$ cat config.mk
export PLATFORM = sky130hd
export DESIGN_NAME = pipelined_cla_adder_flat
export DESIGN_NICKNAME = d
export VERILOG_FILES = /design/src/rtl/pipelined_cla_adder_if.sv /design/src/rtl/pipelined_cla_adder.sv /design/src/flat_wrapper.sv
export SDC_FILE = /design/constraint.sdc
export NUM_CORES = 1
export LEC_CHECK = 0
export BUFFER_PORTS_ARGS = -buffer_cell sky130_fd_sc_hd__buf_2
export CAP_MARGIN = 20
export CORE_UTILIZATION = 40
export CTS_CLUSTER_DIAMETER = 50
export DETAILED_ROUTE_END_ITERATION = 8
export PLACE_DENSITY_LB_ADDON = 0.1
export SYNTH_ARGS = -nofsm -noshare
export SYNTH_HDL_FRONTEND = slang
export SYNTH_SLANG_ARGS = --single-unit
$ cat constraint.sdc
create_clock -name clk -period 3 [get_ports clk]
set_clock_uncertainty 0.15 [all_clocks]
set_input_delay 0.6 -clock clk [delete_from_list [all_inputs] [get_ports clk]]
set_output_delay 0.6 -clock clk [all_outputs]
set_load 0.005 [all_outputs]
$ cat src/rtl/pipelined_cla_adder_if.sv
// rtl/pipelined_cla_adder_if.sv - operand/result handshake bundle for the pipelined CLA adder
interface pipelined_cla_adder_if #(
  parameter int WIDTH = 16
);
  logic             in_valid;
  logic             in_ready;
  logic [WIDTH-1:0] a;
  logic [WIDTH-1:0] b;
  logic             cin;
  logic             sub;
  logic             out_valid;
  logic             out_ready;
  logic [WIDTH-1:0] sum;
  logic             cout;
  logic             ovf;

  // Producer of operands / consumer of results
  modport master (
    output in_valid, a, b, cin, sub, out_ready,
    input  in_ready, out_valid, sum, cout, ovf
  );

  // The adder itself
  modport slave (
    input  in_valid, a, b, cin, sub, out_ready,
    output in_ready, out_valid, sum, cout, ovf
  );
endinterface

$ cat src/rtl/pipelined_cla_adder.sv
// rtl/pipelined_cla_adder.sv - pipelined carry-look-ahead adder/subtractor with valid/ready flow control
module pipelined_cla_adder #(
  parameter int WIDTH  = 16,
  parameter int GROUP  = 4,
  parameter int STAGES = 2
) (
  input logic                  clk,
  input logic                  rst_n,
  pipelined_cla_adder_if.slave bus
);
  localparam int SEG  = WIDTH / STAGES;
  localparam int NGRP = SEG / GROUP;
  localparam int LAST = STAGES - 1;

  // One segment: GROUP-bit look-ahead blocks, carry rippling from block to block.
  // Every carry inside a block is a flat sum of products of g/p and the block carry-in.
  function automatic logic [SEG:0] seg_add(input logic [SEG-1:0] x,
                                           input logic [SEG-1:0] y,
                                           input logic           ci);
    logic [SEG-1:0] g;
    logic [SEG-1:0] p;
    logic [SEG:0]   c;
    logic           cj;
    logic           t;
    g    = x & y;
    p    = x ^ y;
    c    = '0;
    c[0] = ci;
    for (int grp = 0; grp < NGRP; grp++) begin
      for (int j = 1; j <= GROUP; j++) begin
        cj = c[grp*GROUP];
        for (int m = 0; m < j; m++) cj = cj & p[grp*GROUP + m];
        for (int m = 0; m < j; m++) begin
          t = g[grp*GROUP + m];
          for (int n = m + 1; n < j; n++) t = t & p[grp*GROUP + n];
          cj = cj | t;
        end
        c[grp*GROUP + j] = cj;
      end
    end
    return {c[SEG], p ^ c[SEG-1:0]};
  endfunction

  logic [WIDTH-1:0]  beff;
  logic              cin_eff;
  logic [STAGES-1:0] v_q;
  logic [STAGES-1:0] rdy;
  logic              ovf_q;

  // Subtraction is a + ~b + 1; the caller's cin only matters for addition
  assign beff    = bus.sub ? ~bus.b : bus.b;
  assign cin_eff = bus.sub | bus.cin;

  // Ready ripples back from the output so bubbles collapse and a full pipe passes ready through
  always_comb begin
    rdy       = '0;
    rdy[LAST] = !v_q[LAST] || bus.out_ready;
    for (int k = LAST - 1; k >= 0; k--) rdy[k] = !v_q[k] || rdy[k+1];
  end

  assign bus.in_ready = rst_n && rdy[0];

  // Stage valid bits advance whenever the stage is allowed to load
  always_ff @(posedge clk or negedge rst_n) begin
    if (!rst_n) begin
      v_q <= '0;
    end else begin
      if (rdy[0]) v_q[0] <= bus.in_valid;
      for (int k = 1; k < STAGES; k++) begin
        if (rdy[k]) v_q[k] <= v_q[k-1];
      end
    end
  end

  for (genvar k = 0; k < STAGES; k++) begin : stg
    logic [SEG-1:0]         sa;
    logic [SEG-1:0]         sb;
    logic                   sci;
    logic                   vin;
    logic [SEG:0]           r;
    logic [(k+1)*SEG-1:0]   sum_d;
    logic [(k+1)*SEG-1:0]   sum_q;
    logic                   c_q;

    if (k == 0) begin : src
      assign sa    = bus.a[SEG-1:0];
      assign sb    = beff[SEG-1:0];
      assign sci   = cin_eff;
      assign vin   = bus.in_valid;
      assign sum_d = r[SEG-1:0];
    end else begin : src
      assign sa    = stg[k-1].hi.ha_q[SEG-1:0];
      assign sb    = stg[k-1].hi.hb_q[SEG-1:0];
      assign sci   = stg[k-1].c_q;
      assign vin   = v_q[k-1];
      assign sum_d = {r[SEG-1:0], stg[k-1].sum_q};
    end

    assign r = seg_add(sa, sb, sci);

    // Capture the partial sum and segment carry; data holds while the stage is stalled
    always_ff @(posedge clk or negedge rst_n) begin
      if (!rst_n) begin
        sum_q <= '0;
        c_q   <= 1'b0;
      end else if (rdy[k] && vin) begin
        sum_q <= sum_d;
        c_q   <= r[SEG];
      end
    end

    if (k < LAST) begin : hi
      localparam int HW = WIDTH - (k+1)*SEG;
      logic [HW-1:0] ha_d;
      logic [HW-1:0] hb_d;
      logic [HW-1:0] ha_q;
      logic [HW-1:0] hb_q;

      if (k == 0) begin : nx
        assign ha_d = bus.a[WIDTH-1:SEG];
        assign hb_d = beff[WIDTH-1:SEG];
      end else begin : nx
        assign ha_d = stg[k-1].hi.ha_q[HW+SEG-1:SEG];
        assign hb_d = stg[k-1].hi.hb_q[HW+SEG-1:SEG];
      end

      // Carry the operand bits that later stages still have to add
      always_ff @(posedge clk or negedge rst_n) begin
        if (!rst_n) begin
          ha_q <= '0;
          hb_q <= '0;
        end else if (rdy[k] && vin) begin
          ha_q <= ha_d;
          hb_q <= hb_d;
        end
      end
    end
  end

  // Overflow is decided in the last stage, which sees the operand MSBs and the result MSB together
  always_ff @(posedge clk or negedge rst_n) begin
    if (!rst_n) begin
      ovf_q <= 1'b0;
    end else if (rdy[LAST] && stg[LAST].vin) begin
      ovf_q <= (stg[LAST].sa[SEG-1] == stg[LAST].sb[SEG-1]) &&
               (stg[LAST].r[SEG-1] != stg[LAST].sa[SEG-1]);
    end
  end

  assign bus.out_valid = v_q[LAST];
  assign bus.sum       = stg[LAST].sum_q;
  assign bus.cout      = stg[LAST].c_q;
  assign bus.ovf       = ovf_q;
endmodule

$ cat src/flat_wrapper.sv
// flat-port wrapper written by rule: the top's interface ports become plain ports
module pipelined_cla_adder_flat 
#(
  parameter int WIDTH  = 16,
  parameter int GROUP  = 4,
  parameter int STAGES = 2
)
  (clk, rst_n, bus_in_valid, bus_a, bus_b, bus_cin, bus_sub, bus_out_ready, bus_in_ready, bus_out_valid, bus_sum, bus_cout, bus_ovf);
  pipelined_cla_adder_if #(.WIDTH(WIDTH)) bus_i ();
  input logic clk;
  input logic rst_n;
  input wire logic [$bits(bus_i.in_valid)-1:0] bus_in_valid;
  input wire logic [$bits(bus_i.a)-1:0] bus_a;
  input wire logic [$bits(bus_i.b)-1:0] bus_b;
  input wire logic [$bits(bus_i.cin)-1:0] bus_cin;
  input wire logic [$bits(bus_i.sub)-1:0] bus_sub;
  input wire logic [$bits(bus_i.out_ready)-1:0] bus_out_ready;
  output wire logic [$bits(bus_i.in_ready)-1:0] bus_in_ready;
  output wire logic [$bits(bus_i.out_valid)-1:0] bus_out_valid;
  output wire logic [$bits(bus_i.sum)-1:0] bus_sum;
  output wire logic [$bits(bus_i.cout)-1:0] bus_cout;
  output wire logic [$bits(bus_i.ovf)-1:0] bus_ovf;
  assign bus_i.in_valid = bus_in_valid;
  assign bus_i.a = bus_a;
  assign bus_i.b = bus_b;
  assign bus_i.cin = bus_cin;
  assign bus_i.sub = bus_sub;
  assign bus_i.out_ready = bus_out_ready;
  assign bus_in_ready = bus_i.in_ready;
  assign bus_out_valid = bus_i.out_valid;
  assign bus_sum = bus_i.sum;
  assign bus_cout = bus_i.cout;
  assign bus_ovf = bus_i.ovf;
  pipelined_cla_adder #(.WIDTH(WIDTH), .GROUP(GROUP), .STAGES(STAGES)) u_core (.clk(clk), .rst_n(rst_n), .bus(bus_i));
endmodule
==> reports/metrics.cfg <==
[worst_setup_path]
cp_data_arrival_time_ps = 2870
worst-setup-path-type = register to register
crit_path_frequent_cell = ha_1
worstPathMaxFanout = 4
cp_cell_sequence = ha_1 > ha_1 > o211ai_1 > nand2_1 > a21o_1 > ha_1 > o211a_1 > or3_1 > a32o_1
critPathSlowestCell = dfrtp_1
critPathMaxStageDelay_ps = 420
endpoint_kind = register
worstPathRequired_ps = 3040
start_kind = register

[job]
drv_cap = 0

[sta]
clock.fmax_ghz = 0.354
finalHoldViolCount = 0
period_share_pct = 94.2
period_minus_slack_ps = 2830
report.final.setup_viol = 0
setup_tns_ps = 0
tightest_slew_ps = 783
rsz0062_at_grt = false
layout_setup_ws_ps = 173
slew_headroom_pct = 47.8
drv_slew = 0

[logic_synthesis]
yosysSeqAreaShare_pct = 44.8
avgSynthCellArea_sq_um = 11.6
synth_nets = 278
syn_area_sq_um = 2510
synth-edff-count = 0
yosysTopAreaCellShare_pct = 44.8
synth_largest_area_cell = dfrtp_1
synth-main-ff-cell = dfrtp_1
netlist_top_cells_area = dfrtp_1, ha_1, mux2_2, o21ai_0, xnor2_1
yosysUniqueCellTypes = 43
yosysWarnings = 0
syn_inst = 216
async_reset_ff_share_pct = 100
yosys_register_bits = 45

[cts]
clk_pin_slew_ps = 90
cts_resized = 0
cts_made_buffers = 5
cts_tree = done
cts_buffer_depth = 2
cts.hold.buffers_added = 0
clock_sinks = 45
htreeDepth = 2
cts_root_buffer = clkbuf_8
clock_latency_ps = 300
post_cts_buffers = 0

[pwr]
cellLeakagePower_nw = 1.43
p_int_w = 0.00126
peakVddDrop_v = 0.000311
seqPwrFrac_pct = 46.9
power_switching_w = 0.000582
clock_power_share_pct = 20.1
power_density_nw_per_um2 = 619
p_sw_share_pct = 31.7
p_total_w = 0.00184
power_frac_comb_pct = 33.1

[floorplan]
die_w_um = 81.3
core-area_sq_um = 5990
die_y_um = 81.3
dieArea_sq_um = 6610
pin_count = 58
initial_core_util_pct = 42.0
num_rows = 28

[global_route]
grt_pass1_vias = 1683
grt_first_pass_wirelength_mm = 8.40
antenna_found_initial = 0
grt_usage_pct = 17.3
gr-total-overflow = 0
grt_max_degree = 46

[cells_and_area]
final_cell_mix = buf_2, dfrtp_1, o21ai_0
fillers = 573
drive_gt1_share_pct = 34.2
multi_input_area_sq_um = 1330
area_delta_synth_final_pct = 18.1
final_net_count = 339
antenna_cells = 0
final_area_sq_um = 2970
final_cells = 353
ff_latch_area_sq_um = 1130
layout_commonest_cell = buf_2

[place]
port_buffers = 57
pre_cts_slack_ps = -3.13
gp_congestion = 0.755
hpwl_mm = 3.77
placed_cells = 345
placed_area_sq_um = 2890

[routing]
drtAntennaViolNets = 0
route.detailed.drc = 0
drtIter0Drc = 51
firstDrtPassIters = 4
drt-vias-per-instance = 5.18
num_vias = 1828
routed_wl_mm = 5.25
wl_per_cell_um = 14.9

[status]
status = finished, final reports clean

[worst_hold_path]
hp-class = primary input to asynchronous set/reset pin

worst max-delay path, delay by kind of cell, from the launching register on:
kind                     cells  cell delay [ps]
AO/OA/AOI/OAI                4              970
adder cells (fa/ha/maj)      3              740
flip-flops                   1              420
AND/OR/NAND/NOR              2              440
power groups by stage:
stage	combinational (W)	clock [W]	sequential [W]
after global placement	0.000607	0	0.000875
after floorplan	0.000394	0	0.000867
after global routing	0.000698	0.000406	0.000888
after detailed placement	0.000616	0	0.000877
after CTS	0.000620	0.000382	0.000867
final	0.000607	0.000369	0.000861
kinds of logic (layout without fill, tap and decap cells):
family	Yosys count	in the layout	share of synthesized area [%]
xor+xnor	20	20	6.96
compound gates	69	69	17.7
mux	18	18	8.06
simple gates	26	26	6.37
buf+inv	14	76	2.98
fa+ha+maj	24	24	13.1
flops	45	45	44.8
final timing paths:
path	from	depth (start not counted)	slack (ps)	endpoint
worst max-delay path	u_core.stg[0].hi.hb_q[0]	9	170	u_core.bus.ovf
worst min register to register	u_core.bus.ovf	1	340	u_core.bus.ovf
worst min-delay path	rst_n	2	260	u_core.bus.sum[1]
max in group asynchronous	rst_n	2	2020	u_core.bus.sum[3]
worst max register to register	u_core.stg[0].hi.hb_q[0]	9	170	u_core.bus.ovf
min in group clk	u_core.bus.ovf	1	340	u_core.bus.ovf
flip-flops by register name, summed over array words and instances, names as in the netlist:
name	flops
u_core.bus.cout	1
u_core.bus.ovf	1
u_core.bus.sum	16
u_core.stg.c_q	1
u_core.stg.hi.ha_q	8
u_core.stg.hi.hb_q	8
u_core.stg.sum_q	8
u_core.v_q	2
cell usage after synthesis (2+ instances only):
cell type   n
a21oi_1     3
a21o_1      5
o21a_1      8
xnor2_1    10
buf_2       3
nor3_1      6
inv_1       6
nand2_1     6
or3_1       2
fa_1        4
buf_6       2
and2_1      2
o21ai_0    34
o211ai_1    3
ha_1       20
o31ai_1     4
dfrtp_1    45
o211a_1     2
mux2_2     18
xor2_1     10
layer usage:
| layer | GRT usage [%] | share of wire (%) |
|---|---|---|
| met1 | 24.3 | 49 |
| met2 | 26.3 | 46 |
| met3 | 3.15 | 3.5 |
| met4 | 6.61 | 1.6 |
| met5 | 0 | 0 |
metrics by stage:
| stage | utilization, % | hold WS (ps) |
|---|---|---|
| 5_1_grt | 49.6 | 324 |
| 2_1_floorplan | - | 154 |
| 3_3_place_gp | 48.2 | 333 |
| 4_1_cts | 49.6 | 310 |
| 3_5_place_dp | 48.2 | 334 |
| 6_report | 49.6 | 258 |
cell type report:
cell class | count | share of cell area, %
tap | 75 | 3.16
timing repair buffer | 61 | 10.6
clock inverter | 2 | 0.337
inverter | 7 | 0.885
sequential | 45 | 37.9
multi-input combinational | 157 | 44.7
clock buffer | 6 | 2.44
(Power assumes the default switching activity.)
